File: src/rtl/wsum_accum_pkg.sv
// Shared constants for the edge-preserving filter datapath: tap widths, divider operand
// widths and the accumulator bound check used by wsum_accum and the divider wrapper.
package wsum_accum_pkg;

    localparam int unsigned PIX_W      = 8;
    localparam int unsigned WT_W       = 4;
    localparam int unsigned NUM_W      = 16;
    localparam int unsigned DEN_W      = 8;
    localparam int unsigned TAPS_DEF   = 9;
    localparam int unsigned CENTER_DEF = 4;

    localparam longint unsigned NUM_MAX = (64'd1 << NUM_W) - 64'd1;
    localparam longint unsigned DEN_MAX = (64'd1 << DEN_W) - 64'd1;

    // True when a full window of worst-case taps fits the divider operands.
    function automatic bit bounds_ok(input int unsigned taps, input int unsigned pix_w,
                                     input int unsigned wt_w, input int unsigned center);
        longint unsigned wt_max;
        longint unsigned pix_max;
        longint unsigned n_taps;
        wt_max  = (64'd1 << wt_w) - 64'd1;
        pix_max = (64'd1 << pix_w) - 64'd1;
        n_taps  = longint'(taps);
        return (n_taps * wt_max <= DEN_MAX) && (n_taps * pix_max * wt_max <= NUM_MAX) &&
               (center < taps);
    endfunction

endpackage

File: src/rtl/wsum_accum_if.sv
// Tap stream in, dividend/divisor result out; master drives taps, slave is the accumulator.
interface wsum_accum_if #(
    parameter int unsigned PIX_W = wsum_accum_pkg::PIX_W,
    parameter int unsigned WT_W  = wsum_accum_pkg::WT_W
);
    import wsum_accum_pkg::*;

    logic                 in_valid;
    logic                 in_sync;
    logic [PIX_W-1:0]     in_pix;
    logic [WT_W-1:0]      in_wt;
    logic                 out_valid;
    logic [NUM_W-1:0]     out_num;
    logic [DEN_W-1:0]     out_den;
    logic [PIX_W-1:0]     out_center;
    logic                 out_zero;

    modport master (
        output in_valid, in_sync, in_pix, in_wt,
        input  out_valid, out_num, out_den, out_center, out_zero
    );

    modport slave (
        input  in_valid, in_sync, in_pix, in_wt,
        output out_valid, out_num, out_den, out_center, out_zero
    );

endinterface

File: src/rtl/mul_pix_wt.sv
// Registered unsigned pixel x weight multiplier; product updates only on enabled edges.
module mul_pix_wt #(
    parameter int unsigned PIX_W = 8,
    parameter int unsigned WT_W  = 4
) (
    input  logic                  clk,
    input  logic                  rst_n,
    input  logic                  i_en,
    input  logic [PIX_W-1:0]      i_pix,
    input  logic [WT_W-1:0]       i_wt,
    output logic [PIX_W+WT_W-1:0] o_prod
);
    localparam int unsigned PROD_W = PIX_W + WT_W;

    logic [PROD_W-1:0] r_prod;

    always_ff @(posedge clk or negedge rst_n) begin
        if (!rst_n) begin
            r_prod <= '0;
        end else if (i_en) begin
            r_prod <= PROD_W'(i_pix) * PROD_W'(i_wt);
        end
    end

    assign o_prod = r_prod;

endmodule

File: src/rtl/wsum_accum.sv
// Streaming weighted-sum accumulator: sum(pix*wt) and sum(wt) over a TAPS-tap window plus
// the centre pixel, emitted as a one-cycle strobe two cycles after the last tap.
module wsum_accum #(
    parameter int unsigned TAPS   = wsum_accum_pkg::TAPS_DEF,
    parameter int unsigned PIX_W  = wsum_accum_pkg::PIX_W,
    parameter int unsigned WT_W   = wsum_accum_pkg::WT_W,
    parameter int unsigned CENTER = wsum_accum_pkg::CENTER_DEF
) (
    input  logic        clk,
    input  logic        rst_n,
    wsum_accum_if.slave bus
);
    import wsum_accum_pkg::*;

    if (!bounds_ok(TAPS, PIX_W, WT_W, CENTER)) begin : g_param_check
        $fatal(1, "wsum_accum: TAPS/PIX_W/WT_W/CENTER exceed accumulator bounds");
    end

    localparam int unsigned PROD_W = PIX_W + WT_W;
    localparam int unsigned CNT_W  = (TAPS > 1) ? $clog2(TAPS) : 1;
    localparam logic [CNT_W-1:0] LAST_IDX   = CNT_W'(TAPS - 1);
    localparam logic [CNT_W-1:0] CENTER_IDX = CNT_W'(CENTER);

    logic [CNT_W-1:0]  r_tcnt;
    logic [CNT_W-1:0]  w_idx;
    logic [CNT_W-1:0]  w_tcnt_next;
    logic              r_s1_valid;
    logic              r_s1_first;
    logic              r_s1_last;
    logic [WT_W-1:0]   r_s1_wt;
    logic [PIX_W-1:0]  r_center_cap;
    logic [PROD_W-1:0] w_prod;
    logic [NUM_W-1:0]  r_acc_num;
    logic [DEN_W-1:0]  r_acc_den;
    logic [NUM_W-1:0]  w_sum_num;
    logic [DEN_W-1:0]  w_sum_den;
    logic              r_out_valid;
    logic [NUM_W-1:0]  r_out_num;
    logic [DEN_W-1:0]  r_out_den;
    logic [PIX_W-1:0]  r_out_center;
    logic              r_out_zero;

    // A synced tap is always tap 0; any partial window simply never reaches its last flag.
    always_comb begin
        w_idx       = bus.in_sync ? '0 : r_tcnt;
        w_tcnt_next = (w_idx == LAST_IDX) ? '0 : w_idx + CNT_W'(1);
    end

    mul_pix_wt #(
        .PIX_W (PIX_W),
        .WT_W  (WT_W)
    ) u_mul (
        .clk    (clk),
        .rst_n  (rst_n),
        .i_en   (bus.in_valid),
        .i_pix  (bus.in_pix),
        .i_wt   (bus.in_wt),
        .o_prod (w_prod)
    );

    always_ff @(posedge clk or negedge rst_n) begin
        if (!rst_n) begin
            r_tcnt       <= '0;
            r_s1_valid   <= 1'b0;
            r_s1_first   <= 1'b0;
            r_s1_last    <= 1'b0;
            r_s1_wt      <= '0;
            r_center_cap <= '0;
        end else begin
            r_s1_valid <= bus.in_valid;
            if (bus.in_valid) begin
                r_tcnt     <= w_tcnt_next;
                r_s1_wt    <= bus.in_wt;
                r_s1_first <= (w_idx == '0);
                r_s1_last  <= (w_idx == LAST_IDX);
                if (w_idx == CENTER_IDX) begin
                    r_center_cap <= bus.in_pix;
                end
            end
        end
    end

    // First tap reloads instead of adding, so windows chain with no bubble.
    always_comb begin
        w_sum_num = NUM_W'(w_prod);
        w_sum_den = DEN_W'(r_s1_wt);
        if (!r_s1_first) begin
            w_sum_num = r_acc_num + NUM_W'(w_prod);
            w_sum_den = r_acc_den + DEN_W'(r_s1_wt);
        end
    end

    always_ff @(posedge clk or negedge rst_n) begin
        if (!rst_n) begin
            r_acc_num    <= '0;
            r_acc_den    <= '0;
            r_out_valid  <= 1'b0;
            r_out_num    <= '0;
            r_out_den    <= '0;
            r_out_center <= '0;
            r_out_zero   <= 1'b0;
        end else begin
            r_out_valid <= r_s1_valid && r_s1_last;
            if (r_s1_valid) begin
                r_acc_num <= w_sum_num;
                r_acc_den <= w_sum_den;
            end
            if (r_s1_valid && r_s1_last) begin
                r_out_num    <= w_sum_num;
                r_out_den    <= w_sum_den;
                r_out_zero   <= (w_sum_den == '0);
                r_out_center <= r_center_cap;
            end
        end
    end

    assign bus.out_valid  = r_out_valid;
    assign bus.out_num    = r_out_num;
    assign bus.out_den    = r_out_den;
    assign bus.out_center = r_out_center;
    assign bus.out_zero   = r_out_zero;

endmodule

File: src/flat_wrapper.sv
// flat-port wrapper written by rule: the top's interface ports become plain ports
module wsum_accum_flat import wsum_accum_pkg::*;
#(
    parameter int unsigned TAPS   = wsum_accum_pkg::TAPS_DEF,
    parameter int unsigned PIX_W  = wsum_accum_pkg::PIX_W,
    parameter int unsigned WT_W   = wsum_accum_pkg::WT_W,
    parameter int unsigned CENTER = wsum_accum_pkg::CENTER_DEF
)
  (clk, rst_n, bus_in_valid, bus_in_sync, bus_in_pix, bus_in_wt, bus_out_valid, bus_out_num, bus_out_den, bus_out_center, bus_out_zero);
  wsum_accum_if #(.PIX_W(PIX_W), .WT_W(WT_W)) bus_i ();
  input  logic clk;
  input  logic rst_n;
  input wire logic [$bits(bus_i.in_valid)-1:0] bus_in_valid;
  input wire logic [$bits(bus_i.in_sync)-1:0] bus_in_sync;
  input wire logic [$bits(bus_i.in_pix)-1:0] bus_in_pix;
  input wire logic [$bits(bus_i.in_wt)-1:0] bus_in_wt;
  output wire logic [$bits(bus_i.out_valid)-1:0] bus_out_valid;
  output wire logic [$bits(bus_i.out_num)-1:0] bus_out_num;
  output wire logic [$bits(bus_i.out_den)-1:0] bus_out_den;
  output wire logic [$bits(bus_i.out_center)-1:0] bus_out_center;
  output wire logic [$bits(bus_i.out_zero)-1:0] bus_out_zero;
  assign bus_i.in_valid = bus_in_valid;
  assign bus_i.in_sync = bus_in_sync;
  assign bus_i.in_pix = bus_in_pix;
  assign bus_i.in_wt = bus_in_wt;
  assign bus_out_valid = bus_i.out_valid;
  assign bus_out_num = bus_i.out_num;
  assign bus_out_den = bus_i.out_den;
  assign bus_out_center = bus_i.out_center;
  assign bus_out_zero = bus_i.out_zero;
  wsum_accum #(.TAPS(TAPS), .PIX_W(PIX_W), .WT_W(WT_W), .CENTER(CENTER)) u_core (.clk(clk), .rst_n(rst_n), .bus(bus_i));
endmodule
File: config.mk
export PLATFORM = sky130hd
export DESIGN_NAME = wsum_accum_flat
export DESIGN_NICKNAME = d
export VERILOG_FILES = /design/src/rtl/wsum_accum_pkg.sv /design/src/rtl/wsum_accum_if.sv /design/src/rtl/mul_pix_wt.sv /design/src/rtl/wsum_accum.sv /design/src/flat_wrapper.sv
export SDC_FILE = /design/constraint.sdc
export NUM_CORES = 1
export LEC_CHECK = 0
export CAP_MARGIN = 5
export CORE_MARGIN = 8
export CORE_UTILIZATION = 60
export CTS_CLUSTER_DIAMETER = 100
export DETAILED_ROUTE_END_ITERATION = 8
export PLACE_DENSITY = 0.83
export SYNTH_ARGS = -nofsm -noshare
export SYNTH_HDL_FRONTEND = slang
export SYNTH_SLANG_ARGS = --single-unit
File: constraint.sdc
create_clock -name clk -period 3.8 [get_ports clk]
set_clock_uncertainty 0.1 [all_clocks]
set_input_delay 0.95 -clock clk [delete_from_list [all_inputs] [get_ports clk]]
set_output_delay 0.95 -clock clk [all_outputs]
set_load 0.02 [all_outputs]
Word-level counts from Yosys, hierarchy flattened
Cells that the tools add are included.

cells by class
  add/subtract/negate cells = 3
  multiply operators = 1
  eq/ne operators = 2
  muxes and demuxes = 4
  reduce and logical (&&, ||, !) cells = 4

operators with widths
  operator               number
  $add A16 B12 Y16       1
  $mux W16               1
  $mul A8 B4 Y12         1
  $add A8 B4 Y8          1
  $logic_not A8 Y1       1
  $mux W4                2
  $mux W8                1
  $add A4 B1 Y4 const B  1
  $eq A4 B3 Y1 const B   1
  $eq A4 B4 Y1 const B   1
  $logic_not A4 Y1       1
  $reduce_and A2 Y1      1
  $logic_and A1 B1 Y1    1

word-level totals
  bits in registers = 89
  input bits = 16
  output and inout bits = 34
  word-level logic and storage cells = 28

Longest topological paths before layout
  word-level depth = 3
  mapped depth = 13
  gate-level depth less buffers = 12

Cells and area by module
From an unflattened synthesis, not the netlist that was laid out.

second synthesis, totals
  cells, all modules = 546
  area total of the unflattened synthesis = 5480.3 um^2

by module, submodules not included
  module      instances  cells each  area an instance (um^2)  sequential area each (um^2)
  wsum_accum  1          383         3995.1                   1926.8
  mul_pix_wt  1          163         1485.2                   300.3

Worst setup path before layout
Ideal clock, no wire load.

  path type = input to register
  from = input port bus_in_wt[3]
  to = register u_core.u_mul.r_prod[11], in the netlist u_core.u_mul.o_prod[11]
  setup time = 0.125 ns
  arrival = 3.885 ns
  data required time = 3.575 ns
  setup slack = -0.310 ns
  cell stages on the path = 12
  buffers on the path = 1
  path through = clkbuf_1 nand2_1 fa_1 fa_1 inv_1 ha_1 a211oi_2 o21ai_1 a2111o_1 a31oi_2 xnor2_1 mux2_4

between the ends
  cells in the longest elaborated chain, start to end = 1

RTL lines
  what                    RTL line            RTL
  start: declaration      flat_wrapper.sv:16  input wire logic [$bits(bus_i.in_wt)-1:0] bus_in_wt;
  $mul A8 B4 Y12          mul_pix_wt.sv:21    r_prod <= PROD_W'(i_pix) * PROD_W'(i_wt);
  end signal: assignment  mul_pix_wt.sv:21
  end: declaration        mul_pix_wt.sv:15    logic [PROD_W-1:0] r_prod;

No other way between the ends.
A chain may end at the register's enable or synchronous reset.

Worst setup path after layout
  from = input port bus_in_pix[6]
  to = register u_core.u_mul.r_prod[11], in the netlist u_core.u_mul.o_prod[11]

between the ends
  cells in the longest elaborated chain, start to end = 1

RTL lines
  what                RTL line            RTL
  start: declaration  flat_wrapper.sv:15  input wire logic [$bits(bus_i.in_pix)-1:0] bus_in_pix;
  $mul A8 B4 Y12      mul_pix_wt.sv:21

No other way between the ends.

==> impl_metrics.toml <==
[run_status]
outcome = "finished, final reports clean"

[power_and_ir_drop]
cellPowerDensity_mw_per_mm2 = 627
power.total_mw = 3.99
static_leakage_nw = 3.00
vdd.ir_drop.worst_uv = 268

[synth]
post_synthesis_instance_total = 577
synth_nets = 641
synth.cell_area_mm2 = 0.00536
synthFlopType = "dfrtp_1"
yosys.cell_types.count = 52
yosysWarnings = 0
async_flop_share_pct = 100
ys_seq_elements = 89
syn-mean-instance-area_um2 = 9.28
synth-edff-count = 0
ys_seq_area_share_pct = 41.6

[placement]
globalplace.congestion = 0.845
hpwlAfterDp_mm = 8.55
buffer_ports.inserted = 49
detailedPlace.worstSlack_ps = -717

[timing]
achievable-frequency_mhz = 270
layout_setup_ws_ps = 97.6
setup_viol_count_final = 0
timing.final.max_slew_violations = 0
finalCriticalPeriod_ps = 3700
fin_setup_tns_ps = 0
fin_crit_sh_pct = 97.4
tightest_slew_ps = 1090
rsz0062_at_grt = "false"
finalHoldViolations = 0
timing.max_slew.rel_slack_pct = 27.2
finalHoldWorstSlack_ps = 369

[worst_hold_path]
min_delay_worst_endpoint = "u_core.bus.out_center[1]$_DFFE_PN0P_"
number_of_stages_on_the_worst_hold_path = 2
hold_path.class = "reg2reg"
worst_hold_startpoint = "u_core.r_center_cap[1]$_DFFE_PN0P_"

[cts]
cts_tree = "yes"
latest_clock_arrival_within_the_worst_skew_pair_ps = 360
clkSlewWorstSetupHoldPaths_ps = 100
ctsHtreeMaxLevel = 3
cts.path.max_buffers = 2
clock_sink_count = 89
root_buffer_cell = "clkbuf_8"
cts_buffers = 9
postCtsHoldBufs = 0

[global_route]
grt_start_max_net_pins = 90
grt_antenna_before_repair = 0
global_route.usage.total_pct = 19.6
gr-total-overflow = 0
first_global_vias = 4482
grt_first_pass_wirelength_mm = 20.5

[floorplanning]
core_region_area_mm2 = 0.00868
floorplan.die.width_um = 110
floorplan.initialDensity_pct = 61.7
design.portCount = 50
fp.dieH_um = 110
die-area_mm2 = 0.0122
placement_rows = 34

[critical_path]
timing.critical_path.slowest_stage_cell = "fa_1"
data_required_critical_path_ps = 3940
path_delay_family = "adder cells"
cp_num_cells = 11
slack_of_the_worst_reg_to_reg_path_ps = 1160
crit_chain = "clkdlybuf4s50_1, nand2_1, fa_1, fa_1, inv_1, ha_4, o21a_1, a2111o_1, a31oi_2, xnor2_1, mux2_4"
setup.worst_path.class = "in2reg"
crit_path_start_kind = "input port"
slowest_delay_ps = 540
worst-path-buf-inv = 2
r2r_cells = 7
critPathArrivalTime_ps = 3840
crit_top_cell = "fa_1"
worstPathMaxFanout = 2
cp-end-kind = "register"
critical_path.reg2reg.startpoint = "u_core.r_s1_valid$_DFF_PN0_"
critical_path.reg2reg.endpoint = "u_core.bus.out_num[10]$_DFFE_PN0P_"

[routing]
via_per_inst = 5.74
remaining_drc_errors = 0
drt-wirelength-per-cell_um = 15.3
via_count = 4353
firstDrtPassIters = 4
wl_mm = 11.6
initialDrtViolationCount = 182
detail-route-antenna-nets = 0

[layout]
layout.core_utilization_pct = 73.4
post_route_cells_drive_above_1_share_pct = 14.3
nets_final = 709
antenna-diode-count = 0
relative_area_change_from_synthesis_to_final_layout_pct = 19.0
layout.filler_cells = 622

[flow_run]
drv.max_cap_violation_count = 0
==> worst min-delay path: stages, from the launching register on <==
cell	delay (ps)
dfrtp_1	360
nand2_1	50
nand2_1	50
==> flip-flops by register name, indices dropped and copies added, names as in the netlist <==
register and flops:
u_core.r_s1_last 1, u_core.u_mul.o_prod 12, u_core.bus.out_valid 1, u_core.bus.out_zero 1
u_core.r_s1_valid 1, u_core.bus.out_den 8, u_core.r_s1_first 1, u_core.r_center_cap 8
u_core.r_acc_den 8, u_core.bus.out_num 16, u_core.r_tcnt 4, u_core.r_acc_num 16
u_core.r_s1_wt 4, u_core.bus.out_center 8
==> repair_timing <==
item / in CTS / in global routing
cloned: 0 / 0
endpoints found under the setup margin: 4 / 1
buffers inserted: 0 / 0
pin swaps: 12 / 7
resized for setup: 17 / 10
==> cell families after synthesis <==
logic type,count (synthesis),synth area share (%)
simple gates,187,15.2
buf+inv,66,4.70
fa+ha+maj,48,13.2
flops,89,41.6
xor+xnor,15,2.45
mux,29,5.93
compound gates,143,16.9
==> cell usage after synthesis (2+ instances only) <==
cell type | count | area, um2
mux2i_1 | 10 | 100
mux2_2 | 18 | 203
dfrtp_1 | 89 | 2230
a211oi_2 | 2 | 25.0
a211o_1 | 2 | 17.5
and2_1 | 16 | 100
buf_1 | 4 | 15.0
a21oi_1 | 33 | 165
xor2_1 | 3 | 26.3
nand3_1 | 5 | 25.0
o21ai_0 | 40 | 200
xnor2_1 | 12 | 105
o22ai_1 | 2 | 12.5
a211oi_1 | 6 | 45.0
fa_1 | 14 | 280
inv_1 | 39 | 146
a31oi_1 | 3 | 18.8
nand2b_1 | 5 | 31.3
a2111o_1 | 2 | 22.5
a21oi_2 | 2 | 17.5
ha_1 | 34 | 425
o21a_1 | 9 | 67.6
o2bb2ai_1 | 3 | 26.3
a21o_1 | 7 | 52.6
nor2_1 | 35 | 131
nor3b_1 | 3 | 22.5
clkbuf_1 | 21 | 78.8
nand2_1 | 102 | 383
o31ai_1 | 6 | 45.0
and3_1 | 4 | 25.0
nor3_1 | 9 | 45.0
o21ai_1 | 8 | 40.0
or3_1 | 3 | 18.8
o211ai_1 | 8 | 60.1
==> per-layer routing <==
| layer | wire (um) | track usage (%) |
|---|---|---|
| met3 | 516 | 3.52 |
| met1 | 4980 | 23.4 |
| met5 | 0 | 0 |
| met2 | 5890 | 34.5 |
| met4 | 198 | 7.12 |
==> stage by stage <==
step | std cells | instance area, um2
after floorplan | 577 | 5430
after global placement | 742 | 6180
after detailed placement | 742 | 6180
after CTS | 758 | 6400
after global routing | 758 | 6370
final | 758 | 6370
==> cells in the final DEF (no fill, tap or decap), types with 15 or more instances in the layout <==
master,instances
mux2_2,18
dfrtp_1,89
nand2_1,101
inv_1,37
buf_4,35
ha_1,30
and2_1,15
o21ai_0,40
a21oi_1,33
clkdlybuf4s50_1,39
nor2_1,35
==> layout make-up <==
class / count / area (um2) / area share (%)
clock buffer: 10 / 138 / 2.16
clock inverter: 6 / 75.1 / 1.18
inverter: 40 / 150 / 2.36
multi-input combinational: 422 / 2940 / 46.1
sequential: 89 / 2230 / 35.0
tap: 108 / 135 / 2.12
timing repair buffer: 83 / 711 / 11.2
==> power by group <==
part	internal, mW	switching [mW]
clock network	0.331	0.356
logic	0.872	1.01
registers	1.22	0.201
==> worst max-delay path by stage <==
stage | start | to
6_report | bus_in_pix[6] | u_core.u_mul.o_prod[11]$_DFFE_PN0P_
3_3_place_gp | bus_in_wt[3] | u_core.u_mul.o_prod[11]$_DFFE_PN0P_
3_5_place_dp | bus_in_wt[3] | u_core.u_mul.o_prod[11]$_DFFE_PN0P_
4_1_cts | bus_in_pix[2] | u_core.u_mul.o_prod[11]$_DFFE_PN0P_
2_1_floorplan | bus_in_wt[1] | u_core.u_mul.o_prod[11]$_DFFE_PN0P_
5_1_grt | bus_in_pix[0] | u_core.u_mul.o_prod[11]$_DFFE_PN0P_
Power figures use the tool's default switching activity.
